$ cat config.mk
export PLATFORM = sky130hd
export DESIGN_NAME = ctrl_req_queue
export DESIGN_NICKNAME = d
export VERILOG_FILES = /design/src/rtl/ctrl_req_queue.sv
export SDC_FILE = /design/constraint.sdc
export NUM_CORES = 1
export LEC_CHECK = 0
export ABC_CLOCK_PERIOD_IN_PS = 22900
export CORE_ASPECT_RATIO = 0.7
export CORE_UTILIZATION = 55
export CTS_CLUSTER_SIZE = 16
export DETAILED_ROUTE_END_ITERATION = 8
export PLACE_DENSITY_LB_ADDON = 0.3
export SYNTH_ARGS = -nofsm -noshare
export SYNTH_HDL_FRONTEND = slang
export SYNTH_SLANG_ARGS = --single-unit
$ cat constraint.sdc
create_clock -name clock -period 22.9 [get_ports clock]
set_input_delay 3.435 -clock clock [delete_from_list [all_inputs] [get_ports clock]]
set_output_delay 3.435 -clock clock [all_outputs]
set_load 0.02 [all_outputs]
$ cat src/rtl/ctrl_req_queue.sv
// Host request FIFO in front of the controller FSM.
// Decodes flat addresses and tracks the last issued row for page hits.
module ctrl_req_queue #(
    parameter  int DEPTH  = 8,
    parameter  int ROW_W  = 15,
    parameter  int COL_W  = 10,
    parameter  int DATA_W = 64,
    parameter  int ID_W   = 4,
    localparam int ADDR_W = ROW_W + COL_W + 4,
    localparam int PTR_W  = $clog2(DEPTH),
    localparam int CNT_W  = PTR_W + 1
) (
    input  logic              clock,
    input  logic              reset,
    input  logic              init_done,
    input  logic              refresh_done,
    input  logic              host_req_valid,
    output logic              host_req_ready,
    input  logic              host_req_rw,
    input  logic [ADDR_W-1:0] host_req_addr,
    input  logic [DATA_W-1:0] host_req_wdata,
    input  logic [ID_W-1:0]   host_req_id,
    output logic              cmd_valid,
    input  logic              cmd_ready,
    output logic              cmd_rw,
    output logic [1:0]        cmd_bg,
    output logic [1:0]        cmd_ba,
    output logic [ROW_W-1:0]  cmd_row,
    output logic [COL_W-1:0]  cmd_col,
    output logic [DATA_W-1:0] cmd_wdata,
    output logic [ID_W-1:0]   cmd_id,
    output logic              cmd_page_hit,
    output logic [CNT_W-1:0]  q_count
);

    logic              r_rw    [DEPTH];
    logic [1:0]        r_bg    [DEPTH];
    logic [1:0]        r_ba    [DEPTH];
    logic [ROW_W-1:0]  r_row   [DEPTH];
    logic [COL_W-1:0]  r_col   [DEPTH];
    logic [DATA_W-1:0] r_wdata [DEPTH];
    logic [ID_W-1:0]   r_id    [DEPTH];

    logic [PTR_W-1:0]  r_wr_ptr;
    logic [PTR_W-1:0]  r_rd_ptr;
    logic [CNT_W-1:0]  r_count;
    logic              r_ready;
    logic              r_last_valid;
    logic [1:0]        r_last_bg;
    logic [1:0]        r_last_ba;
    logic [ROW_W-1:0]  r_last_row;

    logic              w_push;
    logic              w_pop;
    logic [CNT_W-1:0]  w_count_nxt;
    logic              w_same_page;

    assign w_push = host_req_valid & r_ready;
    assign w_pop  = cmd_valid & cmd_ready;

    assign w_count_nxt = r_count + CNT_W'(w_push) - CNT_W'(w_pop);

    // Ready is registered from the next count, so a pop while full only
    // reopens the queue on the following cycle.
    always_ff @(posedge clock or posedge reset) begin
        if (reset) begin
            r_wr_ptr <= '0;
            r_rd_ptr <= '0;
            r_count  <= '0;
            r_ready  <= 1'b0;
        end else begin
            if (w_push)
                r_wr_ptr <= r_wr_ptr + PTR_W'(1);
            if (w_pop)
                r_rd_ptr <= r_rd_ptr + PTR_W'(1);
            r_count <= w_count_nxt;
            r_ready <= (w_count_nxt != CNT_W'(DEPTH));
        end
    end

    always_ff @(posedge clock) begin
        if (w_push) begin
            r_rw[r_wr_ptr]    <= host_req_rw;
            r_col[r_wr_ptr]   <= host_req_addr[COL_W-1:0];
            r_ba[r_wr_ptr]    <= host_req_addr[COL_W+1:COL_W];
            r_bg[r_wr_ptr]    <= host_req_addr[COL_W+3:COL_W+2];
            r_row[r_wr_ptr]   <= host_req_addr[ADDR_W-1:COL_W+4];
            r_wdata[r_wr_ptr] <= host_req_wdata;
            r_id[r_wr_ptr]    <= host_req_id;
        end
    end

    // A pop coinciding with refresh_done re-opens tracking on the new row.
    always_ff @(posedge clock or posedge reset) begin
        if (reset) begin
            r_last_valid <= 1'b0;
            r_last_bg    <= '0;
            r_last_ba    <= '0;
            r_last_row   <= '0;
        end else if (w_pop) begin
            r_last_valid <= 1'b1;
            r_last_bg    <= r_bg[r_rd_ptr];
            r_last_ba    <= r_ba[r_rd_ptr];
            r_last_row   <= r_row[r_rd_ptr];
        end else if (refresh_done) begin
            r_last_valid <= 1'b0;
        end
    end

    assign host_req_ready = r_ready;
    assign q_count        = r_count;
    assign cmd_valid      = (r_count != '0) & init_done;

    assign cmd_rw    = r_rw[r_rd_ptr];
    assign cmd_bg    = r_bg[r_rd_ptr];
    assign cmd_ba    = r_ba[r_rd_ptr];
    assign cmd_row   = r_row[r_rd_ptr];
    assign cmd_col   = r_col[r_rd_ptr];
    assign cmd_wdata = r_wdata[r_rd_ptr];
    assign cmd_id    = r_id[r_rd_ptr];

    assign w_same_page = (cmd_bg == r_last_bg) &&
                         (cmd_ba == r_last_ba) &&
                         (cmd_row == r_last_row);

    assign cmd_page_hit = cmd_valid & r_last_valid & w_same_page;

endmodule
# Yosys cells after proc, flatten, opt, wreduce, memory -nomap -nowiden
# Memories as Yosys holds them, arrays and structs flattened.
# Index checks and enable logic that the tools add are counted.
# Widths: inputs -> output; s select.
[word_totals]
regBits = 31
ramBits = 784
in_bits = 104
out_inout_bits = 105
wordCells = 36
memories = 7
[memory_table]
columns = ["memory", "words", "word_bits", "read_ports", "rd_clocked_by_memory_dff", "wr", "line", "source"]
rows = [
  ["r_wdata", 8, 64, 1, 0, 1, "41", "logic [DATA_W-1:0] r_wdata [DEPTH];"],
  ["r_row", 8, 15, 1, 0, 1, "39", "logic [ROW_W-1:0] r_row [DEPTH];"],
  ["r_col", 8, 10, 1, 0, 1, "40", "logic [COL_W-1:0] r_col [DEPTH];"],
  ["r_id", 8, 4, 1, 0, 1, "42", "logic [ID_W-1:0] r_id [DEPTH];"],
  ["r_ba", 8, 2, 1, 0, 1, "38", "logic [1:0] r_ba [DEPTH];"],
  ["r_bg", 8, 2, 1, 0, 1, "37", "logic [1:0] r_bg [DEPTH];"],
  ["+1 memories", "n/a", "n/a", "n/a", "n/a", "n/a", "n/a", ""],
]
[op_classes]
addsub = 4
eq_ne = 4
n_mux = 4
bitwise_logic = 5
reduce_logical = 4
[ops]
columns = ["cell", "count"]
rows = [
  ["$eq 15x15->1", 1],
  ["$add 3x1->3 const B", 2],
  ["$and 1x1->1", 5],
  ["$add 4x1->4", 1],
  ["$eq 2x2->1", 2],
  ["$mux 1", 4],
  ["$ne 4x4->1 const B", 1],
  ["$reduce_bool 4->1", 1],
  ["$sub 4x1->4", 1],
  ["$logic_and 1x1->1", 2],
  ["$reduce_bool 2->1", 1],
]

# Longest topological paths before layout
# Gate-level depths: netlist (run 1).
[depth]
ltp_word = 5
depth_mapped = 13
depth_no_buf = 12

# Least setup slack after synthesis (run 1)
# No wires, ideal clock.
[synth_timing]
kind = "input-to-reg"
start = "input host_req_valid"
end = "memory r_ba[0][0] (enable)"
setup_ns = 0.675
t_arrival_ns = 10.488
required_ns = 22.225
setup_slack_ns = 11.737
stages = 3
path_buffers = 0
path_cell_list = "nand2_1 -> or2_2 -> nor3_1"
[synth_between]
elab_chain_cells = 3
[synth_lines]
columns = ["item", "line", "source"]
rows = [
  ["from (decl)", "17", "input logic host_req_valid,"],
  ["$and 1x1->1", "58", "assign w_push = host_req_valid & r_ready;"],
  ["$mux 1", "82", "if (w_push) begin"],
  ["$mux 1 (not written as such)", "85", "r_ba[r_wr_ptr] <= host_req_addr[COL_W+1:COL_W];"],
  ["to (decl)", "38", ""],
]
# No other way between the ends.

# Worst setup path in the final report (run 1)
[layout_timing]
start = "input init_done"
end = "output cmd_page_hit"
[layout_between]
elab_chain_cells = 3
[layout_lines]
columns = ["item", "line", "source"]
rows = [
  ["from (decl)", "15", "input logic init_done,"],
  ["$and 1x1->1", "112", "assign cmd_valid = (r_count != '0) & init_done;"],
  ["$and 1x1->1 (2 in series)", "126", "assign cmd_page_hit = cmd_valid & r_last_valid & w_same_page;"],
  ["to (decl)", "32", "output logic cmd_page_hit,"],
]
# No other way between the ends.

==> impl_metrics.tcl, run 1 <==
set metrics [dict create \
    ctsHoldBuffers 0 \
    p_sw_mw 1.43 \
    synth_area_per_cell_um2 23.7 \
    layout.nets 1670 \
    slew_violations 0 \
    post-dp-hpwl_um 31200 \
    utilization 0.658 \
    async_flop_share 0.0380 \
    synth-seq-cells 815 \
    dieWidth_um 286 \
    synth_top_flop_cell "edfxtp_1" \
    grtUsageTotal 0.215 \
    initialDrtViolationCount 1014 \
    post_cts_buffers 0 \
    yosysWarnings 0 \
    pwr_density_cell_nw_per_um2 132 \
    cts_inserted_buffers 75 \
    endpoint "cmd_page_hit" \
    via_count 13917 \
    worstPathArrival_ns 5.74 \
    yosys.cell_count.top_type "edfxtp_1" \
    r2r-start "q_count[2]$_DFF_PP0_" \
    cp_data_required_time_ns 19.47 \
    htree_levels 3 \
    grt_max_degree 113 \
    tritoncts "built" \
    r2r_slack_ns 18.91 \
    routed_wl_um 59900 \
    drc 0 \
    cap_violations 0 \
    vdd_drop_max_mv 0.0884 \
    io_pins 209 \
    start_kind "input pin" \
    fin_setup_tns_ns 0 \
    via_per_inst 5.90 \
    yosys.cell_types.count 45 \
    p_seq_frac 0.408 \
    synth_edf_count 784 \
    yosys-top-cells-area "edfxtp_1 (76%), mux4_2 (13%), mux2_2 (4.8%), dfrtp_1 (2.5%), mux4_1 (0.76%)" \
    die_area_um2 57500 \
    p_clk_frac 0.260 \
    yosysTopAreaCellShare 0.757 \
    setup_violations 0 \
    cts.sinks 815 \
    synth_xor_xnor_area_share 0.00555 \
    synthesis.area_um2 31100 \
    crit_type "in2out" \
    drive_gt1_frac 0.281 \
    fp.dieH_um 201 \
    holdWs_ns 0.524 \
    finalCritPeriodShare 0.400 \
    synth_top_family_by_area "multiplexers" \
    status "complete, no violations" \
    swShare 0.297 \
    min_period_ns 9.17 \
    end_kind "output port" \
    worstReg2RegEnd "host_req_ready$_DFF_PP0_" \
    finalClockSkew_ns 0.0192 \
    synth_nets 1422 \
    intPower_mw 3.39 \
    coreArea_um2 55500 \
    synth_common_cells "edfxtp_1 (784), mux4_2 (173), mux2_2 (133)" \
    gp_congestion 0.725 \
    clock.fmax_ghz 0.109 \
    yosysTopAreaCell "edfxtp_1" \
    drtAntennaViolNets 0 \
    first_pass_iters 5 \
    area_growth_pct 17.5 \
    wl_per_cell_um 25.4 \
    cts.repair.resized 0 \
    rows 72 \
    p_comb_frac 0.332 \
    critPathLaunch "init_done" \
    portBuffers 208 \
    hold_path.class "reg2reg" \
    clkLatencyLatePin_ns 0.61 \
    synth_adder_area_share 0.00346 \
    clockBufferDepth 3 \
    root_buffer "clkbuf_16" \
    start_util 0.560 \
    cp_max_fo 3 \
    synthCells 1310 \
    r2r_cells 12 \
    p_total_mw 4.82 \
    grt_first_pass_wirelength_um 90800 \
    synth-compound-area-share 0.00644 \
    grt-ovfl-total 0 \
    antenna_found_initial 3 \
    p_leak_nw 11.7 \
    synth.area.mux_share 0.182 \
    grt_pass1_vias 14747 \
    synthSimpleGateAreaFrac 0.00938 \
    hold_viol_final 0 \
    ys_seq_area_frac 0.782 \
    clk_pin_slew_ns 0.06 \
    rsz0062_at_grt "no" \
    worst_slew_pin_slew_ns 1.13 \
    relSlewSlack 0.247 \
]
## cells in the final DEF (no fill, tap or decap), types with 10 or more instances in the layout
cell	n
edfxtp_1	784
clkdlybuf4s50_1	208
mux4_2	173
mux2_2	133
clkbuf_16	77
dfrtp_1	28
buf_4	19
clkbuf_1	17
xnor2_1	13
clkinv_1	13
inv_1	12
nand2_1	11
clkinv_2	10
## state kept, by name (all words and copies together), names as in the netlist
name / cells
r_rw: 8
r_rd_ptr: 3
r_last_row: 15
r_row: 120
r_wr_ptr: 3
q_count: 4
r_bg: 16
r_id: 32
r_col: 80
host_req_ready: 1
r_last_ba: 2
r_ba: 16
r_last_bg: 2
r_wdata: 512
r_last_valid: 1
## cell families (layout without fill, tap and decap cells)
group / count (synthesis) / after routing
AOI/OAI and AO/OA: 28 / 28
xor gates and xnor gates: 18 / 18
and+or+nand+nor: 54 / 54
adders and majority gates: 8 / 8
other: 0 / 2
buffers and inverters: 70 / 378
muxes: 317 / 317
DFF: 815 / 815
## routing by layer
layer	part of all wire	global-route usage	vias to the layer above
li1	-	-	6040
met1	0.42	0.297	7411
met2	0.50	0.350	377
met3	0.060	0.0469	85
met4	0.018	0.0565	4
met5	0.00038	0	-
## worst min-delay path by stage
stage                     slack, ns                       from                         to  depth (start not counted)
after floorplan                0.48   r_last_bg[1]$_DFFE_PP0P_   r_last_bg[1]$_DFFE_PP0P_                          1
after detailed placement       0.51   r_last_bg[1]$_DFFE_PP0P_   r_last_bg[1]$_DFFE_PP0P_                          1
final                          0.52   r_last_bg[1]$_DFFE_PP0P_   r_last_bg[1]$_DFFE_PP0P_                          1
after global placement         0.49   r_last_bg[1]$_DFFE_PP0P_   r_last_bg[1]$_DFFE_PP0P_                          1
after CTS                      0.52   r_last_bg[1]$_DFFE_PP0P_   r_last_bg[1]$_DFFE_PP0P_                          1
after global routing           0.54  r_last_row[7]$_DFFE_PP0P_  r_last_row[7]$_DFFE_PP0P_                          1
## power groups by stage
stage	clock, mW	sequential, mW	combinational (mW)
after floorplan	0	1.95	1.10
final	1.25	1.97	1.60
after CTS	1.28	1.97	1.64
after global routing	1.33	1.99	1.71
after detailed placement	0	2.00	1.63
after global placement	0	1.99	1.61
## cell type report
class / count / area, um2
Tap cell: 740 / 926
Timing Repair Buffer: 229 / 2260
Fill cell: 3540 / 19000
Clock inverter: 41 / 459
Clock buffer: 96 / 2020
Sequential cell: 815 / 24300
Multi-Input combinational cell: 425 / 6480
Inverter: 12 / 45.0
Antenna cell: 2 / 5.00
## per-stage QoR
step,area (um2),worst slack (ns),instances
after floorplan,31100,11.74,1310
after global placement,34000,13.86,2221
after detailed placement,34000,13.76,2221
after CTS,36500,13.75,2358
after global routing,36500,13.61,2358
final,36500,13.73,2360
## critical path, stage by stage
cell	delay [ns]
clkdlybuf4s50_1	0.45
a21boi_0	0.40
and4b_1	0.28
nand4_1	0.21
nor4b_2	0.33
clkdlybuf4s50_1	0.64
No activity file was read; power rests on OpenSTA's default activity.
==> run 2: changes to the inputs <==
Settings changed: ABC_CLOCK_PERIOD_IN_PS 22900 to 9380.
Clock period 22.9 ns to 9.38 ns, I/O delays scaled along.
==> run 2 against run 1 <==
Hold slack worse by 0.0068 ns. First-iteration DRC count up 0.99%. Clock power up 130%. Design area down 0.44%. Total power up 140%. Via count up 0.82%. Global-route usage up 0.094 points. Combinational power up 150%. Setup slack worse by 11 ns. Register-to-register slack worse by 13 ns. Die area unchanged. Largest cell class unchanged. Largest power group unchanged.
==> impl_metrics.tcl, run 2 (synthesized netlist as in run 1, its figures left out) <==
set metrics [dict create \
    relSlewSlack 0.266 \
    r2r-start "q_count[2]$_DFF_PP0_" \
    critPathLaunch "r_rd_ptr[0]$_DFFE_PP0P_" \
    clockBufferDepth 3 \
    hold_path.class "reg2reg" \
    drtAntennaViolNets 0 \
    finalClockSkew_ns 0.0261 \
    die_area_um2 57500 \
    slew_violations 0 \
    rows 72 \
    busiest_layer "met2" \
    met2_usage 0.340 \
    grt_use_met1 0.307 \
    via_per_inst 5.96 \
    cts.repair.resized 0 \
    area_growth_pct 17.0 \
    grt_max_degree 142 \
    gp_congestion 0.743 \
    grt_first_pass_wirelength_um 91200 \
    setup_violations 0 \
    finalCritPeriodShare 0.673 \
    portBuffers 208 \
    p_seq_frac 0.410 \
    post-dp-hpwl_um 31300 \
    final_cell_area_um2 36400 \
    htree_levels 3 \
    grt-ovfl-total 0 \
    drive_gt1_frac 0.279 \
    routed_wl_um 60700 \
    via_count 14031 \
    initialDrtViolationCount 1024 \
    vdd_drop_max_mv 0.206 \
    tritoncts "built" \
    worst_slew_pin_slew_ns 1.10 \
    p_total_mw 11.6 \
    cts_inserted_buffers 73 \
    cp_data_required_time_ns 7.97 \
    dieWidth_um 286 \
    intPower_mw 8.13 \
    fin_setup_tns_ns 0 \
    cap_violations 0 \
    first_pass_iters 5 \
    end_kind "output port" \
    place_area_um2 34000 \
    post_cts_buffers 0 \
    top_regs "r_wdata (512), r_row (120), r_col (80)" \
    rsz0062_at_grt "no" \
    clk_pin_slew_ns 0.06 \
    worstPathArrival_ns 4.90 \
    root_buffer "clkbuf_16" \
    p_leak_nw 11.6 \
    coreArea_um2 55500 \
    top_register "r_wdata" \
    start_util 0.560 \
    largest_reg_flops 512 \
    crit_type "reg2out" \
    cts.sinks 815 \
    clkLatencyLatePin_ns 0.62 \
    drc 0 \
    ctsHoldBuffers 0 \
    p_sw_mw 3.51 \
    p_clk_frac 0.249 \
    clock.fmax_ghz 0.158 \
    pwr_density_cell_nw_per_um2 320 \
    cp_max_fo 40 \
    hold_viol_final 0 \
    antenna_found_initial 6 \
    fp.dieH_um 201 \
    grt_pass1_vias 14645 \
    start_kind "flip-flop" \
    io_pins 209 \
    grt.met3_usage 0.0481 \
    final_cell_mix "edfxtp_1 (784), clkdlybuf4s50_1 (208), mux4_2 (173)" \
    mostFrequentLayoutCell "edfxtp_1" \
    swShare 0.302 \
    min_period_ns 6.31 \
    holdWs_ns 0.517 \
    r2r_cells 12 \
    p_comb_frac 0.341 \
    grtUsageTotal 0.216 \
    layout.nets 1670 \
    status "complete, no violations" \
    min_from "r_last_bg[1]$_DFFE_PP0P_" \
    min_path_cells 1 \
    wl_per_cell_um 25.8 \
]
-- run 2: cell types whose count changed in the layout (fill, tap and decap cells not counted), moves of 3 or more --
| cell | delta |
|---|---|
| bufinv_16 | -3 |
| clkbuf_16 | -3 |
| buf_4 | +3 |
| clkbuf_1 | -3 |
| clkinv_1 | +3 |
-- run 2: power by group through the flow --
stage | registers (mW) | logic [mW] | clock network [mW]
3_5_place_dp | 4.85 | 4.01 | 0
4_1_cts | 4.78 | 4.04 | 2.96
5_1_grt | 4.82 | 4.21 | 3.08
2_1_floorplan | 4.76 | 2.70 | 0
6_report | 4.77 | 3.96 | 2.90
3_3_place_gp | 4.83 | 3.98 | 0
-- run 2: per-layer routing --
layer,wire length [um],vias to the layer above
li1,-,6021
met1,26600,7527
met2,29400,374
met3,3320,97
met4,1260,12
met5,68,-
-- run 2: final cells by class --
cell class / count / area (um2)
inverters: 12 / 45.0
fillers: 3548 / 19100
clock buffers: 90 / 1930
flip-flops and latches: 815 / 24300
well taps: 740 / 926
repair buffers: 231 / 2270
multi-input cells: 425 / 6480
diodes: 1 / 2.50
clock inverters: 41 / 385
-- run 2: path summary, 6_finish.rpt --
check	end	slack (ns)
min in group asynchronous	q_count[0]$_DFF_PP0_	1.20
worst min-delay path	r_last_bg[1]$_DFFE_PP0P_	0.52
worst min register to register	r_last_bg[1]$_DFFE_PP0P_	0.52
worst max-delay path	cmd_page_hit	3.07
max in group asynchronous	r_rd_ptr[0]$_DFFE_PP0P_	7.83
worst max register to register	host_req_ready$_DFF_PP0_	5.43
-- run 2: stage by stage --
| step | setup slack [ns] | util | std cells |
|---|---|---|---|
| 2_1_floorplan | 0.245 | - | 1310 |
| 3_3_place_gp | 3.82 | 0.614 | 2223 |
| 3_5_place_dp | 3.72 | 0.614 | 2223 |
| 4_1_cts | 3.06 | 0.655 | 2354 |
| 5_1_grt | 2.90 | 0.655 | 2354 |
| 6_report | 3.07 | 0.655 | 2355 |
-- run 2: critical path: stages (launching register included) --
cell and delay, ns:
dfrtp_4 0.83, buf_4 0.70, mux2_2 0.42, o22ai_1 0.25, nor3_1 0.10, nor4b_1 0.58, nand4_1 0.37, nor4b_2 0.40
clkdlybuf4s50_1 0.65
==> run 3: changes to the inputs <==
Settings changed: ABC_CLOCK_PERIOD_IN_PS 9380 to 5900.
Clock period 9.38 ns to 5.9 ns, I/O delays scaled along.
==> run 3 against run 2 <==
Clock-buffer cell count rose by 1. Design area grew 0.56%. Via count grew 0.66%. Critical path type unchanged. Critical endpoint unchanged. Largest cell class unchanged. Highest routed layer unchanged.
==> impl_metrics.tcl, run 3 (synthesized netlist as in run 1, its figures left out) <==
set metrics [dict create \
    p_leak_nw 11.7 \
    final_cell_mix "edfxtp_1 (784), clkdlybuf4s50_1 (208), mux4_2 (173)" \
    antenna_found_initial 10 \
    grt_pass1_vias 14778 \
    intPower_mw 13.1 \
    status "complete, no violations" \
    gp_congestion 0.744 \
    first_pass_iters 5 \
    worstPathArrival_ns 4.42 \
    clock.fmax_ghz 0.189 \
    initialDrtViolationCount 1248 \
    p_clk_frac 0.255 \
    fp.dieH_um 201 \
    min_period_ns 5.30 \
    rsz0062_at_grt "no" \
    routed_wl_um 61900 \
    grt_first_pass_wirelength_um 92900 \
    grt-ovfl-total 0 \
    via_count 14123 \
    clk_pin_slew_ns 0.07 \
    p_comb_frac 0.336 \
    p_seq_frac 0.410 \
    cap_violations 0 \
    root_buffer "clkbuf_16" \
    rows 72 \
    htree_levels 3 \
    area_growth_pct 17.7 \
    hold_viol_final 0 \
    top_register "r_wdata" \
    path_cells "mux4_1, mux2_2, xnor2_1, o2111ai_1, nor4_2, nor4b_2, clkdlybuf4s50_1" \
    end_kind "output port" \
    critPathLaunch "r_rd_ptr[0]$_DFFE_PP0P_" \
    crit_type "reg2out" \
    layout.nets 1680 \
    hold_path.class "reg2reg" \
    relSlewSlack 0.190 \
    finalClockSkew_ns 0.0188 \
    wl_per_cell_um 26.2 \
    largest_reg_flops 512 \
    cts.repair.resized 0 \
    io_pins 209 \
    pwr_density_cell_nw_per_um2 511 \
    p_sw_mw 5.63 \
    cts_inserted_buffers 74 \
    grtUsageTotal 0.220 \
    top_regs "r_wdata (512), r_row (120), r_col (80)" \
    slowest_delay_ns 1.23 \
    endpoint "cmd_page_hit" \
    clockBufferDepth 3 \
    start_kind "flip-flop" \
    fin_setup_tns_ns 0 \
    cp_data_required_time_ns 5.02 \
    swShare 0.301 \
    tritoncts "built" \
    finalCritPeriodShare 0.898 \
    post-dp-hpwl_um 33500 \
    portBuffers 208 \
    holdWs_ns 0.530 \
    ctsHoldBuffers 0 \
    num-fill-cells 3522 \
    vdd_drop_max_mv 0.338 \
    via_per_inst 5.97 \
    post_cts_buffers 0 \
    drc 0 \
    cp_max_fo 70 \
    coreArea_um2 55500 \
    setup_violations 0 \
    grt_max_degree 76 \
    mostFrequentLayoutCell "edfxtp_1" \
    worstReg2RegEnd "host_req_ready$_DFF_PP0_" \
    worst_slew_pin_slew_ns 1.21 \
    die_area_um2 57500 \
    r2r_slack_ns 2.38 \
    slew_violations 0 \
    start_util 0.560 \
    r2r_cells 13 \
    r2r-start "q_count[2]$_DFF_PP0_" \
    drtAntennaViolNets 0 \
    drive_gt1_frac 0.283 \
    cts.sinks 815 \
    clkLatencyLatePin_ns 0.61 \
    cp_slowest_cell "dfrtp_4" \
    dieWidth_um 286 \
]
==> run 3: cell types whose count changed in the layout (fill, tap and decap cells not counted), moves of 2 or more <==
cell	change
clkinv_2	-6
buf_4	+5
buf_12	+4
diode_2	+4
clkinv_4	+3
clkinv_8	-3
bufinv_16	+2
clkbuf_1	-2
clkbuf_8	+2
nor3_2	-2
nor3_4	+2
==> run 3: final cells by class <==
class	instances	area (um2)	area share
flip-flops and latches	815	24300	0.665
inverters	12	45.0	0.00123
well taps	740	926	0.0253
clock inverters	39	405	0.0111
repair buffers	240	2380	0.0652
diodes	5	12.5	0.000342
multi-input cells	425	6490	0.177
clock buffers	91	1980	0.0541
==> run 3: worst min-delay path by stage <==
| stage | startpoint | to | slack (ns) | cells after the start |
|---|---|---|---|---|
| final | r_last_row[5]$_DFFE_PP0P_ | r_last_row[5]$_DFFE_PP0P_ | 0.53 | 1 |
| after global routing | r_last_row[5]$_DFFE_PP0P_ | r_last_row[5]$_DFFE_PP0P_ | 0.54 | 1 |
| after CTS | r_last_bg[1]$_DFFE_PP0P_ | r_last_bg[1]$_DFFE_PP0P_ | 0.52 | 1 |
| after detailed placement | r_last_bg[1]$_DFFE_PP0P_ | r_last_bg[1]$_DFFE_PP0P_ | 0.51 | 1 |
| after global placement | r_last_bg[1]$_DFFE_PP0P_ | r_last_bg[1]$_DFFE_PP0P_ | 0.49 | 1 |
| after floorplan | r_last_bg[1]$_DFFE_PP0P_ | r_last_bg[1]$_DFFE_PP0P_ | 0.48 | 1 |
==> run 3: layer usage <==
metal | global-route usage | share of wire
met3 | 0.0469 | 0.060
met1 | 0.317 | 0.43
met2 | 0.346 | 0.49
met4 | 0.0604 | 0.019
met5 | 0 | 0.0011
==> run 3: worst max-delay path: cells and delay by family (launching register included) <==
family / cells / cell delay (ns)
DFF: 1 / 1.23
muxes: 2 / 1.03
buffers and inverters: 1 / 0.68
and+or+nand+nor: 2 / 0.51
xor gates and xnor gates: 1 / 0.19
AOI/OAI and AO/OA: 1 / 0.15
==> run 3: metrics by stage <==
stage | area (um2) | power, mW | util | setup WS (ns) | std cells
floorplan | 31100 | 11.8 | - | -0.0753 | 1310
global placement | 34200 | 14.1 | 0.616 | 1.13 | 2232
detailed placement | 34200 | 14.1 | 0.616 | 1.23 | 2232
CTS | 36600 | 18.9 | 0.659 | 0.478 | 2362
global route | 36600 | 19.5 | 0.659 | 0.353 | 2366
finish | 36600 | 18.7 | 0.659 | 0.600 | 2367
==> run 3: power by group through the flow <==
stage / Combinational, mW / Sequential (mW) / Clock (mW)
floorplan: 4.29 / 7.55 / 0
global placement: 6.30 / 7.76 / 0
detailed placement: 6.34 / 7.80 / 0
CTS: 6.39 / 7.68 / 4.84
global route: 6.66 / 7.74 / 5.06
finish: 6.28 / 7.67 / 4.76
